--- config.mk ---
export PLATFORM = sky130hd
export DESIGN_NAME = rom_mult
export DESIGN_NICKNAME = d
export VERILOG_FILES = /design/src/rtl/rom_mult_pkg.sv /design/src/rtl/rom_mult_rom.sv /design/src/rtl/rom_mult.sv
export SDC_FILE = /design/constraint.sdc
export NUM_CORES = 1
export LEC_CHECK = 0
export BUFFER_PORTS_ARGS = -buffer_cell sky130_fd_sc_hd__buf_4
export CAP_MARGIN = 20
export CORE_MARGIN = 2
export CORE_UTILIZATION = 30
export DETAILED_ROUTE_END_ITERATION = 16
export GPL_TIMING_DRIVEN = 0
export HOLD_SLACK_MARGIN = 0.12
export PLACE_DENSITY = 0.44
export SYNTH_ARGS = -nofsm -noshare
export SYNTH_HDL_FRONTEND = slang
export SYNTH_SLANG_ARGS = --single-unit
--- constraint.sdc ---
create_clock -name clk -period 8 [get_ports clk]
set_clock_uncertainty 0.1 [all_clocks]
set_input_delay 0.4 -clock clk [delete_from_list [all_inputs] [get_ports clk]]
set_output_delay 0.4 -clock clk [all_outputs]
set_load 0.05 [all_outputs]
--- src/rtl/rom_mult_pkg.sv ---
// Shared widths and the ROM content function for the 4x4 lookup multiplier.
package rom_mult_pkg;

  localparam int OP_W      = 4;
  localparam int PROD_W    = 8;
  localparam int ADDR_W    = 2 * OP_W;
  localparam int ROM_DEPTH = 2 ** ADDR_W;

  // Table entry for address a: upper operand nibble times lower operand nibble.
  // Only ever evaluated on constants, so it folds into the table rather than a multiplier.
  function automatic logic [PROD_W-1:0] rom_entry(input logic [ADDR_W-1:0] a);
    return PROD_W'(a[ADDR_W-1:OP_W]) * PROD_W'(a[OP_W-1:0]);
  endfunction

endpackage

--- src/rtl/rom_mult_rom.sv ---
// 256x8 constant product table with a one-clock registered read.
module mult_rom
  import rom_mult_pkg::*;
(
  input  logic              clk,
  input  logic [ADDR_W-1:0] addr,
  output logic [PROD_W-1:0] dout
);

  logic [PROD_W-1:0] rom_tbl [ROM_DEPTH];
  logic [PROD_W-1:0] dout_q;

  for (genvar g = 0; g < ROM_DEPTH; g++) begin : g_tbl
    assign rom_tbl[g] = rom_entry(ADDR_W'(g));
  end

  // Synchronous read; no reset on the data path so it maps onto block or distributed ROM.
  always_ff @(posedge clk) begin
    dout_q <= rom_tbl[addr];
  end

  assign dout = dout_q;

endmodule

--- src/rtl/rom_mult.sv ---
// Request/ready shell around the product ROM: async clear, hold-on-idle, 1-cycle latency.
module rom_mult
  import rom_mult_pkg::*;
(
  input  logic              clk,
  input  logic              rst_n,   // active-high despite the name
  input  logic              en,
  input  logic [OP_W-1:0]   mult1,
  input  logic [OP_W-1:0]   mult2,
  output logic [PROD_W-1:0] dat,
  output logic              rdy
);

  logic [ADDR_W-1:0] addr_q, addr_d;
  logic              rdy_q;
  logic              seen_q;   // a product has been sampled since reset
  logic [PROD_W-1:0] rom_dout;

  // Idle cycles re-read the last sampled address so the ROM output holds.
  always_comb begin
    addr_d = addr_q;
    if (en) addr_d = {mult1, mult2};
  end

  // Shell state: last address, ready flag, and the post-reset gate for dat.
  always_ff @(posedge clk or posedge rst_n) begin
    if (rst_n) begin
      addr_q <= '0;
      rdy_q  <= 1'b0;
      seen_q <= 1'b0;
    end else begin
      addr_q <= addr_d;
      rdy_q  <= en;
      if (en) seen_q <= 1'b1;
    end
  end

  mult_rom u_rom (
    .clk  (clk),
    .addr (addr_d),
    .dout (rom_dout)
  );

  // Reset-gated output: clears the instant reset rises, stays zero until a fresh request.
  assign dat = seen_q ? rom_dout : '0;
  assign rdy = rdy_q;

endmodule

==> results of run 1 <==
==> worst max-delay path: cells and delay by family <==
family / cells / cell delay [ns]
multiplexers: 1 / 0.73
buffers and inverters: 4 / 0.94
AO/OA/AOI/OAI: 5 / 1.08
adder cells (fa/ha/maj): 1 / 0.40
==> worst paths after layout <==
path / start / cells after the start / endpoint
worst max-delay path: en / 11 / u_rom.dout[4]
worst min-delay path: en / 1 / rdy
worst max register to register: addr_q[0] / 9 / u_rom.dout[4]
worst min register to register: seen_q / 1 / seen_q
max in group asynchronous: rst_n / 3 / addr_q[6]
min in group asynchronous: rst_n / 3 / addr_q[0]
==> cell usage after synthesis (3+ instances only) <==
cell                       instances
sky130_fd_sc_hd__dfxtp_1           8
sky130_fd_sc_hd__nor2_1           23
sky130_fd_sc_hd__o311ai_0          3
sky130_fd_sc_hd__a211oi_1         12
sky130_fd_sc_hd__ha_1             12
sky130_fd_sc_hd__a21oi_1          19
sky130_fd_sc_hd__clkbuf_1          9
sky130_fd_sc_hd__xnor2_1           6
sky130_fd_sc_hd__buf_2             9
sky130_fd_sc_hd__inv_2             3
sky130_fd_sc_hd__nand2_1          22
sky130_fd_sc_hd__nor3_1            8
sky130_fd_sc_hd__o221ai_1          3
sky130_fd_sc_hd__nand3_1          11
sky130_fd_sc_hd__inv_1             8
sky130_fd_sc_hd__a221o_1           3
sky130_fd_sc_hd__and2_1            9
sky130_fd_sc_hd__dfrtp_1          10
sky130_fd_sc_hd__o21ai_0          19
sky130_fd_sc_hd__a31oi_1           4
sky130_fd_sc_hd__o211ai_1          8
sky130_fd_sc_hd__mux2i_4           3
==> area by class of cell <==
class / instances / area, µm² / area share
multi-input combinational: 210 / 1420 / 0.623
tap: 77 / 96.3 / 0.0421
timing repair buffer: 19 / 145 / 0.0635
sequential: 18 / 410 / 0.179
clock inverter: 1 / 3.75 / 0.00164
clock buffer: 3 / 41.3 / 0.0181
buffer: 23 / 116 / 0.0509
inverter: 12 / 50.0 / 0.0219
==> per-stage QoR <==
| step | setup WS [ns] | cell area (µm²) | hold slack [ns] | util |
|---|---|---|---|---|
| floorplan | 5.15 | 2000 | 0.140 | - |
| global placement | 4.14 | 2230 | 0.326 | 0.350 |
| detailed placement | 4.29 | 2230 | 0.323 | 0.350 |
| CTS | 4.53 | 2290 | 0.181 | 0.358 |
| global route | 4.17 | 2290 | 0.183 | 0.358 |
| finish | 4.45 | 2290 | 0.189 | 0.358 |
==> cells by family (layout without fill, tap and decap cells) <==
| group | Yosys count | in the layout |
|---|---|---|
| AO/OA/AOI/OAI | 97 | 97 |
| AND/OR/NAND/NOR | 86 | 86 |
| buffers and inverters | 35 | 58 |
| flip-flops | 18 | 18 |
| adder cells (fa/ha/maj) | 12 | 12 |
| multiplexers | 9 | 9 |
| XOR/XNOR | 6 | 6 |
==> repair_timing <==
action,CTS,global route
buffers inserted,0,0
hold buffers,1,0
hold endpoints to repair,10,0
==> routing by layer <==
metal  share of wire  GRT usage  wire length (µm)  vias up
met5               0          0                 0        -
met4           0.023     0.0649               160        0
met3           0.075    0.00962               520       13
met2            0.45      0.314              3100      119
met1            0.46      0.277              3180     1017
li1                -          -                 -     1032
==> power breakdown <==
group          internal (W)  switching [W]
clock             0.0000342      0.0000318
sequential         0.000102     0.00000471
combinational     0.0000779       0.000147
==> registers in the layout, indices dropped and copies added (netlist names) <==
name and cells:
seen_q 1, rdy 1, addr_q 8, u_rom.dout 8
==> results.md, run 1 <==
Place:
- The number of port buffers is 18.
- The cell total after placement is between 300 and 400.
- The HPWL after detailed placement is about 5000 µm.
- The placer's final routability congestion estimate is slightly below 0.9.

Setup path:
- The signal arrival time at the worst endpoint is around 3.6 ns.
- The worst setup path is launched from a primary input.
- The critical path is of the in -> reg type.
- The library cell contributing the largest single delay on the critical path is sky130_fd_sc_hd__mux2i_2.
- The worst setup slack for register-to-register paths is around 4.6 ns.
- The signal on the critical path passes through buf_4 > buf_6 > mux2i_2 > inv_1 > ha_1 > clkbuf_1 > a21oi_1 > a21boi_0 > a211oi_1 > o311ai_0 > a32oi_1.
- The category of the worst setup path capture point is a flip-flop.
- The required time at the worst-slack endpoint is around 8.0 ns.
- The maximum single-stage delay on the critical path is roughly 0.73 ns.
- The maximum fanout along the worst path is 12.

Finish:
- Relative to the synthesized area, the layout overhead comes to 14.3%.
- The number of nets in the layout is 310.
- The number of inserted filler cells in the final layout is approximately 710.
- The commonest non-fill, non-tap cell in the layout is sky130_fd_sc_hd__nor2_1.
- The fraction of final layout cells sized beyond drive strength 1 is 0.178.
- In the layout the commonest cells are 23 x sky130_fd_sc_hd__nor2_1, 22 x sky130_fd_sc_hd__nand2_1, 19 x sky130_fd_sc_hd__buf_4, 19 x sky130_fd_sc_hd__a21oi_1, 19 x sky130_fd_sc_hd__o21ai_0.
- The count of cells in the finished layout, fillers not included, comes to around 360.
- The number of inserted diodes is 0.

CTS:
- The CTS tree is built.
- The number of CTS-inserted buffers is 3.
- The number of gates given a new drive strength after cts is 0.
- Clock tree synthesis found a total of 18 sinks.
- The root buffer selected by CTS is sky130_fd_sc_hd__clkbuf_8.
- Clock latency on the worst-skew pair, taken at its later pin, is about 0.26 ns.
- The number of levels in the clock H-tree is 1.
- Clock-pin slew was measured on the worst setup and hold paths at about 0.080 ns.
- The clock passes through at most 2 buffers.

Floorplanning:
- From bottom edge to top edge, the die measures 85.7 µm.
- In this run the standard cell core region covers 0.00639 mm².
- The number of top-level design ports is 20.
- The overall die area is about 0.0073 mm².
- For this configuration, the core starts out at a cell density of 0.313.
- The number of placement rows is 29.
- From left edge to right edge, the die measures around 86 µm.

Synth:
- The net count of the mapped netlist is between 200 and 300.
- The total standard cell area after synthesis is roughly 0.002 mm².
- The xor and xnor fraction of the mapped netlist area is 0.0263.
- For this run, the number of Yosys warnings is 0.
- Of the post-synthesis cell area, the dominant cell type holds 0.125.
- Each instance of the synthesized netlist takes up on average 7.61 µm².
- The dominant combinational cell family by area after synthesis is compound AO/OA/AOI/OAI gates.
- The count of unique library cells instantiated by Yosys is roughly 60.
- Of the total synthesized cell area, the portion taken by AND, OR, NAND and NOR gates is 0.205.
- The share of synthesized cell area in full adder, half adder and majority cells is 0.0750.
- The share of synthesized flip-flops with an asynchronous set or reset is 0.556.
- The fraction of synthesized area in multiplexers is 0.0688.
- After synthesis, the cell types taking the most area are sky130_fd_sc_hd__dfrtp_1 13%, sky130_fd_sc_hd__dfxtp_1 8.0%, sky130_fd_sc_hd__ha_1 7.5%, sky130_fd_sc_hd__a21oi_1 4.8%, sky130_fd_sc_hd__o21ai_0 4.8%.
- The area fraction in compound gates after synthesis is 0.337.
- In the synthesized netlist the dominant register cell turns out to be sky130_fd_sc_hd__dfrtp_1.
- The number of flip-flops and latches in the synthesized netlist is 18.
- The share of the Yosys chip area taken by registers is 0.205.
- The number of enable flip-flop cells after synthesis is 0.
- The biggest area contributor in the post-synthesis netlist is sky130_fd_sc_hd__dfrtp_1.
- The count of mapped cells out of synthesis is about 260.

Routing:
- The detailed-route DRC error count is 0.
- The count of vias placed by the detailed router is roughly 2200.
- The total wirelength of the detailed-routed design is between 6000 and 7000 µm.
- For this run, the detailed router's first-pass iteration total came to 5.
- The number of nets with antenna violations after routing is 0.
- The detailed router's first-iteration violation count is 318.
- The per-cell routed wire length is 19.2 µm.
- After detailed routing, the number of vias per cell comes to about 6.0.

Timing:
- Summed over all failing endpoints, the final setup total negative slack is 0 ns.
- Dividing the final minimum period by the clock period gives 0.443.
- The count of endpoints failing hold in the final timing report came to 0.
- Setup repair after global routing left no endpoint under its margin.
- The total of endpoints with negative setup slack in the final report is 0.
- The relative slew slack is 0.432.
- The clock period could shrink to approximately 3.5 ns.
- The max-slew violation count was 0.
- The fmax is roughly 280 MHz.
- At the pin with the least slew margin, the transition time is between 0.8 and 0.9 ns.

Power and ir drop:
- The leakage power is a little under 0.9 nW.
- The power per cell area is approximately 170 mW/mm².
- Across the VDD grid, the largest voltage drop is between 0.08 and 0.09 mV.
- The design draws just under 0.0004 W.

Global routing:
- In the global route stage, overall resource usage came out at 0.194.
- The initial antenna violation count is 0.
- The maximum number of pins on one net before global-route repair is 14.
- The via count of the first global-routing pass was between 2000 and 2500.
- The wire length of the first global-routing pass is approximately 11000 µm.
- The remaining global-route overflow is 0.

Run:
- Max-cap violations in this run came to 0.

Run status:
- The run finished with clean final reports.

Worst hold path:
- The path class of the tightest hold or removal check is in -> reg.
Power figures use the tool's default switching activity.
==> run 2, diff against run 1 <==
clock period = 3.5 ns   (was 8 ns; I/O delays follow)
==> results.md, run 2 (synthesis results as in run 1) <==
Setup path:
- The critical path goes through clkbuf_1 > mux2i_4 > inv_2 > buf_4 > buf_2 > ha_1 > and3_1 > a211o_1 > or4_1 > nand3_1 > a32oi_1.
- The total buffers and inverters traversed by the critical path is 4 (unchanged).
- The cell class contributing the biggest share of worst-path delay is simple AND/OR/NAND/NOR gates.
- The depth of the worst register-to-register path came to 11 (+2).
- The required time at the worst-slack endpoint came to 3.52 ns (-4.50 ns).
- The total stage count of the critical path was 11 (unchanged).
- The kind of critical path is reg -> reg.
- The signal arrival time at the worst endpoint is 3.22 ns (-0.35 ns).
- The maximum single-stage delay on the critical path is 0.50 ns (-0.23 ns).
- The library cell contributing the largest single delay on the critical path is sky130_fd_sc_hd__or4_1.
- The category of the worst setup path capture point is a flip-flop.
- The kind of start point of the critical path is a flip-flop.
- The maximum fanout along the worst path is 13 (+1).

Floorplanning:
- The effective utilization at floorplan came to 0.313 (unchanged).
- The die boundary height is 85.7 µm (unchanged).
- The horizontal die dimension was 85.7 µm (unchanged).
- The number of top-level design ports is 20 (unchanged).
- The floorplan core area came to 0.00639 mm² (unchanged).
- The number of placement rows is 29 (unchanged).
- The overall die area came to 0.00734 mm² (unchanged).

Timing:
- The total of endpoints with negative setup slack in the final report is 0 (unchanged).
- The share of the cycle needed by the critical path after routing is 0.913.
- The relative slew slack is 0.521 (+0.0896).
- The shortest clock period the worst path allows after layout is around 3.2 ns.
- The transition at the pin with the smallest max-transition slack came to 0.718 ns (-0.118 ns).
- The count of endpoints failing hold in the final timing report is 0 (unchanged).
- The final-layout setup total negative slack is 0 ns (unchanged).
- The max-slew violation count is 0 (unchanged).
- Setup repair after global routing left no endpoint under its margin.
- Based on the critical path, the design can be clocked at up to around 310 MHz.

Global routing:
- The wire length of the first global-routing pass came to 11200 µm (+0.13%).
- The initial antenna violation count is 0 (unchanged).
- The via count of the first global-routing pass is 2055 (+0.15%).
- The remaining global-route overflow is 0 (unchanged).
- The maximum number of pins on one net before global-route repair is 14 (unchanged).
- The overall track demand over capacity in global routing is 0.194 (+0.000200).

Routing:
- The total wirelength of the detailed-routed design is 6990 µm (+0.43%).
- The met3 wirelength from detailed routing was 559 µm (+7.5%).
- The number of nets with antenna violations after routing was 0 (unchanged).
- The first-pass iteration count of the detailed router is 5 (unchanged).
- The detailed-route DRC error count is 0 (unchanged).
- The met2 wire length was 3090 µm (-0.26%).
- The detailed router's first-iteration violation count is 284 (-11%).
- The count of vias placed by the detailed router is 2173 (-0.37%).
- The per-cell routed wire length is 19.2 µm (+0.15%).
- The top layer used by detailed routing is met4.
- The wire length on met1 was 3170 µm (-0.28%).
- The number of vias per cell is 5.97 (-0.64%).

Finish:
- The utilization after layout is 0.361 (+0.00294).
- The area added between synthesis and finish is 15.3%.
- The number of nets in the layout is 311 (+0.32%).
- The fraction of final layout cells sized beyond drive strength 1 came to 0.178 (-0.000621).
- In the layout the commonest cells are 23 x sky130_fd_sc_hd__nor2_1, 22 x sky130_fd_sc_hd__nand2_1, 19 x sky130_fd_sc_hd__buf_4, 19 x sky130_fd_sc_hd__a21oi_1, 19 x sky130_fd_sc_hd__o21ai_0.
- The number of inserted diodes was 0 (unchanged).
- The library cell used most frequently in the layout, excluding fill and tap cells, is sky130_fd_sc_hd__nor2_1.

CTS:
- Clock tree synthesis selected as its root buffer the cell sky130_fd_sc_hd__clkbuf_8.
- The number of levels in the clock H-tree came to 1 (unchanged).
- The number of buffers on the longest clock path is 2 (unchanged).
- The CTS tree is built.
- The total clock sinks is 18 (unchanged).
- The number of CTS-inserted buffers was 3 (unchanged).
- The latest clock arrival within the worst-skew pair is 0.26 ns (about the same).
- The clock-pin slew on the worst setup and hold paths is 0.08 ns (about the same).

Place:
- The number of port buffers is 18 (unchanged).
- The estimated wirelength of the detail-placed design is 5040 µm (unchanged).
- The placer's final routability congestion estimate is 0.868 (unchanged).

Power and ir drop:
- The worst voltage drop across the vdd grid is 0.201 mV (+130%).
- The power per cell area is 396 mW/mm² (+130%).
- The leakage power is 0.882 nW (+0.60%).

Worst hold path:
- The path class of the tightest hold or removal check is in -> reg.
- The cell count of the worst hold path is 3 (+2).

Run:
- The number of max-cap violations was 0 (unchanged).

Run status:
- The run finished with clean final reports.
run 2: cell types whose count changed in the layout (fill, tap and decap cells not counted):
| cell | before | now |
|---|---|---|
| sky130_fd_sc_hd__dlygate4sd3_1 | 1 | 2 |
| sky130_fd_sc_hd__mux2i_2 | 2 | 1 |
| sky130_fd_sc_hd__mux2i_4 | 3 | 4 |
run 2: report_power, final:
group | internal, W | switching (W)
logic | 0.000180 | 0.000337
registers | 0.000234 | 0.0000111
clock network | 0.0000781 | 0.0000732
total | 0.000492 | 0.000421
run 2: cell type report:
cell class	instances	area, µm²
fill	705	4080
multi-input combinational	210	1430
sequential	18	410
timing repair buffer	20	155
buffer	23	116
tap	77	96.3
inverter	12	50.0
clock buffer	3	41.3
clock inverter	1	3.75
run 2: path summary, 6_finish.rpt:
check | startpoint | endpoint | slack [ns]
setup / recovery | addr_q[2] | u_rom.dout[5] | 0.30
hold / removal | mult2[0] | u_rom.dout[0] | 0.23
setup reg to reg | addr_q[2] | u_rom.dout[5] | 0.30
hold reg to reg | seen_q | seen_q | 0.52
max in group asynchronous | rst_n | addr_q[6] | 2.66
min in group asynchronous | rst_n | addr_q[4] | 0.35
run 2: timing repair:
item / CTS / global route
hold endpoints to repair: 11 / 0
endpoints found under the setup margin: 0 / 2
resized for setup: 0 / 1
hold buffers: 2 / 0
setup buffers: 0 / 0
run 2: through the flow:
step	total power, W	hold slack (ns)	instances	instance area (µm²)	worst slack (ns)
final	0.000913	0.230	364	2310	0.304
after global routing	0.000977	0.245	364	2310	0.0890
after CTS	0.000910	0.227	364	2300	0.130
after detailed placement	0.000753	0.0978	358	2230	0.0132
after global placement	0.000763	0.101	358	2230	-0.135
after floorplan	0.000612	-0.0848	263	2000	0.815
run 2: layer usage:
metal	vias to the layer above	track usage
met2	111	0.314
met1	1011	0.277
li1	1035	-
met5	-	0
met4	0	0.0649
met3	16	0.00962
run 2: tightest hold or removal path: cells and delay by family:
kind | cells | cell delay [ns]
muxes | 1 | 0.15
buffers and inverters | 1 | 0.10
and+or+nand+nor | 1 | 0.11
